### src/rtl/cpu_host_ctrl.sv
// Host-side controller for the cpu external memory ports and run enable.
// Latency: write 1 cycle, read RD_LAT+1 cycles to rsp_valid, run N cycles, plus 1 return cycle.
// Backpressure: cmd_ready only in IDLE; the response is held in RSP until rsp_ready.
// Ports: cmd_* command stream in, rsp_* read response out, *_ext imem port,
//        *_ext_2 dmem port, enable to the core, busy/run_done/err status.
module cpu_host_ctrl #(
  parameter int DATA_W = 32,
  parameter int RD_LAT = 1
) (
  input  logic              clk,
  input  logic              arst_n,
  input  logic              cmd_valid,
  output logic              cmd_ready,
  input  logic [2:0]        cmd_op,
  input  logic [DATA_W-1:0] cmd_addr,
  input  logic [DATA_W-1:0] cmd_data,
  output logic              rsp_valid,
  input  logic              rsp_ready,
  output logic [DATA_W-1:0] rsp_data,
  output logic [DATA_W-1:0] addr_ext,
  output logic [DATA_W-1:0] wdata_ext,
  output logic              wen_ext,
  output logic              ren_ext,
  input  logic [DATA_W-1:0] rdata_ext,
  output logic [DATA_W-1:0] addr_ext_2,
  output logic [DATA_W-1:0] wdata_ext_2,
  output logic              wen_ext_2,
  output logic              ren_ext_2,
  input  logic [DATA_W-1:0] rdata_ext_2,
  output logic              enable,
  output logic              busy,
  output logic              run_done,
  output logic              err
);

  typedef enum logic [2:0] {IDLE, WRITE, READ, RSP, RUN} state_t;

  state_t            state;
  logic [DATA_W-1:0] cnt;   // read latency counter or remaining run cycles
  logic              sel;   // 1 = data memory port is the target of the current access

  // Both are pure decodes of the state register, so they change only on clock edges.
  assign cmd_ready = (state == IDLE);
  assign busy      = (state != IDLE);

  always_ff @(posedge clk) begin
    if (!arst_n) begin
      state       <= IDLE;
      cnt         <= '0;
      sel         <= 1'b0;
      rsp_valid   <= 1'b0;
      rsp_data    <= '0;
      addr_ext    <= '0;
      wdata_ext   <= '0;
      wen_ext     <= 1'b0;
      ren_ext     <= 1'b0;
      addr_ext_2  <= '0;
      wdata_ext_2 <= '0;
      wen_ext_2   <= 1'b0;
      ren_ext_2   <= 1'b0;
      enable      <= 1'b0;
      run_done    <= 1'b0;
      err         <= 1'b0;
    end else begin
      run_done <= 1'b0;
      case (state)
        IDLE: begin
          if (cmd_valid) begin
            case (cmd_op)
              3'b000, 3'b001, 3'b010, 3'b011: begin
                sel <= cmd_op[0];
                if (cmd_op[0]) begin
                  addr_ext_2  <= cmd_addr;
                  wdata_ext_2 <= cmd_data;
                  wen_ext_2   <= ~cmd_op[1];
                  ren_ext_2   <= cmd_op[1];
                end else begin
                  addr_ext  <= cmd_addr;
                  wdata_ext <= cmd_data;
                  wen_ext   <= ~cmd_op[1];
                  ren_ext   <= cmd_op[1];
                end
                cnt   <= DATA_W'(RD_LAT);
                state <= cmd_op[1] ? READ : WRITE;
              end
              3'b100: begin
                if (cmd_data == '0) begin
                  // Zero-length run: nothing to enable, report completion at once.
                  run_done <= 1'b1;
                end else begin
                  enable <= 1'b1;
                  cnt    <= cmd_data;
                  state  <= RUN;
                end
              end
              default: err <= 1'b1;
            endcase
          end
        end
        WRITE: begin
          wen_ext   <= 1'b0;
          wen_ext_2 <= 1'b0;
          state     <= IDLE;
        end
        READ: begin
          // Strobe is held RD_LAT cycles; one extra cycle lets the sram output settle
          // before it is captured.
          if (cnt == '0) begin
            rsp_data  <= sel ? rdata_ext_2 : rdata_ext;
            rsp_valid <= 1'b1;
            state     <= RSP;
          end else begin
            cnt <= cnt - DATA_W'(1);
            if (cnt == DATA_W'(1)) begin
              ren_ext   <= 1'b0;
              ren_ext_2 <= 1'b0;
            end
          end
        end
        RSP: begin
          if (rsp_ready) begin
            rsp_valid <= 1'b0;
            state     <= IDLE;
          end
        end
        RUN: begin
          if (cnt == DATA_W'(1)) begin
            enable   <= 1'b0;
            run_done <= 1'b1;
            state    <= IDLE;
          end else begin
            cnt <= cnt - DATA_W'(1);
          end
        end
        default: state <= IDLE;
      endcase
    end
  end

endmodule
### config.mk
export PLATFORM = sky130hd
export DESIGN_NAME = cpu_host_ctrl
export DESIGN_NICKNAME = d
export VERILOG_FILES = /design/src/rtl/cpu_host_ctrl.sv
export SDC_FILE = /design/constraint.sdc
export NUM_CORES = 1
export LEC_CHECK = 0
export CAP_MARGIN = 20
export CORE_MARGIN = 10
export CORE_UTILIZATION = 46
export CTS_CLUSTER_DIAMETER = 60
export DETAILED_ROUTE_END_ITERATION = 7
export HOLD_SLACK_MARGIN = 0.08
export PLACE_DENSITY = 0.82
export REMOVE_ABC_BUFFERS = 1
export SYNTH_ARGS = -nofsm -noshare
export SYNTH_HDL_FRONTEND = slang
export SYNTH_SLANG_ARGS = --single-unit
### constraint.sdc
create_clock -name clk -period 3.1 [get_ports clk]
set_clock_uncertainty 0.2 [all_clocks]
set_input_delay 0.62 -clock clk [delete_from_list [all_inputs] [get_ports clk]]
set_output_delay 0.62 -clock clk [all_outputs]
set_load 0.02 [all_outputs]
# Word level (Yosys, flattened, before mapping)
# Index checks and enable logic that the tools add are counted.
word_totals:
  out_inout_bits: 170
  elab_cells: 113
  input_bits: 135
  register_bits: 204
op_classes:
  n_eq_ne: 23
  n_addsub: 1
  n_mux: 45
  bitwise_logic: 3
  n_reduce_logical: 25
op_table:
  columns: ["operator", "n"]
  rows:
  - ["$mux W32", 5]
  - ["$pmux W32 S3", 1]
  - ["$logic_not A32 Y1", 2]
  - ["$pmux W32 S2", 1]
  - ["$eq A32 B1 Y1 const B", 1]
  - ["$sub A32 B1 Y32 const B", 1]
  - ["$reduce_and A6 Y1", 4]
  - ["$mux W1", 23]
  - ["$ne A2 B2 Y1 const B", 9]
  - ["$reduce_and A4 Y1", 4]
  - ["$mux W3", 5]
  - ["$pmux W1 S2", 7]
  - ["$eq A3 B2 Y1 const B", 4]
  - ["$pmux W3 S4", 1]
  - ["$reduce_and A3 Y1", 3]
  - ["$reduce_bool A2 Y1", 4]
  - ["$eq A3 B1 Y1 const B", 2]
  - ["$eq A3 B3 Y1 const B", 2]
  - ["$logic_not A3 Y1", 2]
  - ["$ne A2 B1 Y1 const B", 3]
  - ["$pmux W3 S2", 1]
  - ["$reduce_bool A3 Y1", 2]
  - ["$reduce_and A5 Y1", 1]
  - ["$reduce_or A5 Y1", 1]
  - ["other kinds (6)", 8]

# Depth between registers and ports, before layout
logic_depth:
  ltp_word: 5
  depth_mapped: 9
  mapped_depth_nobuf: 7

# Least setup slack after synthesis
# No wires, ideal clock.
synth_timing:
  path_type: "register to register"
  from: "register state[2]"
  to: "register addr_ext[0]"
  period_less_slack_ns: 2.594
  stages_incl_launch_ff: 9
  setup_slack_ns: 0.506
  path_buffers: 3
  t_arrival_ns: 2.272
  required_time_ns: 2.778
  path_cell_list: "dfxtp_1 clkbuf_1 nor3_1 nand2_1 or3_1 clkbuf_1 clkbuf_1 nand2_1 a21boi_0"
synth_between:
  elab_chain_len: 2
synth_lines:
  columns: ["item", "line_no", "rtl"]
  rows:
  - ["start, declared", "38", "state_t state;"]
  - ["start signal, assigned", "84", "state <= cmd_op[1] ? READ : WRITE;"]
  - ["$logic_not A3 Y1", null, null]
  - ["via cmd_ready", "13", "output logic cmd_ready,"]
  - ["$reduce_and A4 Y1 (no source line)", null, null]
  - ["end signal, assigned", "78", "addr_ext <= cmd_addr;"]
  - ["end, declared", "20", "output logic [DATA_W-1:0] addr_ext,"]
# The timed path passes the listed nets, and every way through them passes these cells.
# A chain may end at the register's enable or synchronous reset.

# Worst setup path after layout
layout_timing:
  from: "register state[2]"
  to: "output busy"
layout_between:
  elab_chain_len: 1
layout_lines:
  columns: ["item", "line_no", "rtl"]
  rows:
  - ["$reduce_bool A3 Y1", "44", "assign busy = (state != IDLE);"]
  - ["end, declared", "31", "output logic busy,"]
# Every way passes these cells.

==> impl_metrics.yaml <==
power:
  p_int_w: 0.00499
  switching_share_pct: 27.6
  power_w: 0.00689
  power.density_mw_per_mm2: 509
  peakVddDrop_mv: 0.373
  combPwrFrac_pct: 19.2
  cellLeakagePower_nw: 4.83
  pwr-share-clk_pct: 40.3
  seqPwrFrac_pct: 40.5
  p_sw_w: 0.00190
timing:
  fin_ws_ns: 0.196
  final.setup.tns_ns: 0
  holdWs_ns: 0.251
  fin_crit_ns: 2.90
  tightest_slew_ns: 0.667
  finalSetupViolCount: 0
  clock.fmax_mhz: 344
  period_share_pct: 93.7
  rsz0062_at_grt: "false"
  slew_headroom_pct: 55.5
  slew_viol_final: 0
  final-hold-violation-count: 0
synth:
  synth-edff-count: 0
  synth-seq-cells: 204
  synth_cell_types: 54
  yosysWarnings: 0
  synthCells: 1129
  ys_seq_area_share_pct: 44.7
  async_flop_share_pct: 0
  syn_area_per_cell_um2: 8.10
  synthFlopType: "dfxtp_1"
  netlist_area_mm2: 0.00915
critical_path:
  cp-start-kind: "register"
  worstPathMaxFanout: 9
  crit_start: "state[2]$_SDFFE_PN0P_"
  critPathSlowestCell: "clkdlybuf4s50_1"
  crit_chain: "nor3_2, inv_1, clkdlybuf4s50_1"
  path_class: "register to output pin"
  cp-end-kind: "output pin"
  r2r-start: "cnt[22]$_SDFFE_PN0P_"
  critPathArrivalTime_ns: 2.08
  slowest_delay_ns: 0.58
  critPathRequiredTime_ns: 2.28
global_route:
  overflow: 0
  grt.total_usage_pct: 22.8
  met1_usage_pct: 28.0
  met3_usage_pct: 4.19
  grt-busiest-layer: "met2"
  met2_usage_pct: 39.4
  grt_max_degree: 77
  first_global_vias: 8896
  grt_pass1_wl_um: 49200
  antenna_found_initial: 0
route:
  ant_nets: 0
  drt_iter0_markers: 581
  via_per_inst: 5.33
  dr.pass1.iters: 5
  vias: 9163
  route.detailed.drc: 0
  wirelength_um: 31300
  wl_per_cell_um: 18.2
floorplanning:
  placeableCoreArea_mm2: 0.0195
  io_pins: 305
  initial_core_util_pct: 46.8
  die-width_um: 161
  die_h_um: 161
  die-area_mm2: 0.0259
  rows: 51
clocking:
  cts_hold_buffers: 0
  clk_pin_slew_ns: 0.06
  cts_setup_buffers: 0
  root_buffer: "clkbuf_16"
  h-tree-depth: 1
  clk_path_buf_depth: 3
  numClockSinks: 204
  cts_tree: "built"
  cts_resized: 0
  clkLatencyLatePin_ns: 0.51
  numCtsBuffers: 24
final_layout:
  drive_above_1_share_pct: 10.5
  nets: 1573
  fin_cells: 1719
  antenna_cells: 0
  fillers: 1572
  syn_to_final_growth_pct: 48.0
placed_design:
  numPortBuffers: 304
  hpwl_um: 22200
  dp_cells: 1675
  gp_congestion: 0.873
  place_ws_ns: -0.106
outcome:
  outcome: "completed"
worst_hold_path:
  min_path_type: "register to register"
  worstHoldStart: "rsp_data[21]$_SDFFE_PN0P_"
run:
  cap_violations: 0
[through the flow]
stage / area, µm² / util [%]
after floorplan: 8810 / -
after global placement: 12700 / 65.2
after global routing: 13500 / 69.3
after CTS: 13500 / 69.3
after detailed placement: 12700 / 65.2
final: 13500 / 69.3
[sequential cells by signal, summed over array words and instances (netlist names)]
name / count
ren_ext_2: 1
addr_ext_2: 32
wdata_ext: 32
enable: 1
addr_ext: 32
cnt: 32
wen_ext_2: 1
sel: 1
state: 3
ren_ext: 1
wen_ext: 1
wdata_ext_2: 32
rsp_valid: 1
err: 1
rsp_data: 32
run_done: 1
[critical path: cells and delay by family, from the launching register on]
family,cells,cell delay (ns)
buffers and inverters,2,0.73
AND/OR/NAND/NOR,1,0.44
flip-flops,1,0.40
[cell type report]
| cell class | instances | area [µm²] | share of cell area [%] |
|---|---|---|---|
| repair buffers | 365 | 3570 | 26.4 |
| clock buffers | 38 | 754 | 5.57 |
| multi-input cells | 828 | 4700 | 34.7 |
| flip-flops and latches | 204 | 4080 | 30.2 |
| inverters | 13 | 48.8 | 0.361 |
| clock inverters | 6 | 40.0 | 0.296 |
| well taps | 265 | 332 | 2.45 |
[cell usage after synthesis, types with 7 or more instances]
library cell,n,share of area [%]
nand2_1,361,15
dfxtp_1,204,45
a21boi_0,158,13
clkbuf_1,65,2.7
nor2_1,46,1.9
mux2_2,32,3.9
nand3_1,28,1.5
nor3_1,21,1.1
o21ai_1,17,0.93
buf_2,16,0.88
o21ai_0,16,0.88
nor4_1,15,1.0
a21oi_1,14,0.77
inv_1,13,0.53
o211ai_1,10,0.82
a21boi_1,8,0.66
a32o_1,8,0.88
a221oi_1,7,0.67
[cell families (layout without fill, tap and decap cells)]
group                    Yosys count  count (layout)  synth area share [%]
AO/OA/AOI/OAI                    278             278                  22.2
XOR/XNOR                           6               6                 0.575
adder cells (fa/ha/maj)            2               2                 0.274
buffers and inverters             97             422                  4.24
flip-flops                       204             204                  44.7
multiplexers                      32              32                  3.94
AND/OR/NAND/NOR                  510             510                  24.1
[per-layer routing]
layer,up-vias,wire length [µm],share of wire (%)
li1,4476,-,-
met1,4313,12900,41
met2,316,15400,49
met3,58,1970,6.3
met4,0,957,3.1
met5,-,0,0
[power groups by stage]
stage,Clock (W),Combinational (W),Sequential [W]
after floorplan,0,0.000565,0.00293
after global placement,0,0.00128,0.00284
after detailed placement,0,0.00130,0.00285
after CTS,0.00282,0.00132,0.00279
after global routing,0.00293,0.00143,0.00280
final,0.00278,0.00132,0.00279
[cells in the final DEF, fill, tap and decap left out, types with 7 or more instances in the layout]
| master | netlist | layout |
|---|---|---|
| inv_1 | 13 | 13 |
| mux2_2 | 32 | 32 |
| a21boi_0 | 158 | 158 |
| nor3_1 | 21 | 20 |
| nand3_1 | 28 | 28 |
| a21boi_1 | 8 | 8 |
| a32o_1 | 8 | 8 |
| dfxtp_1 | 204 | 204 |
| clkdlybuf4s50_1 | 0 | 303 |
| o21ai_1 | 17 | 17 |
| clkbuf_8 | 0 | 8 |
| clkbuf_16 | 0 | 25 |
| o21ai_0 | 16 | 16 |
| o211ai_1 | 10 | 10 |
| a21oi_1 | 14 | 14 |
| nor2_1 | 46 | 46 |
| a221oi_1 | 7 | 7 |
| nor4_1 | 15 | 15 |
| nand2_1 | 361 | 360 |
| buf_4 | 1 | 56 |
[worst paths after layout]
check                         endpoint  slack (ns)  cells past startpoint
max reg2reg       cnt[11]$_SDFFE_PN0P_        0.33                      7
min reg2reg  rsp_data[21]$_SDFFE_PN0P_        0.25                      2
min          rsp_data[21]$_SDFFE_PN0P_        0.25                      2
max                               busy        0.20                      3
No activity file was read; power rests on OpenSTA's default activity.
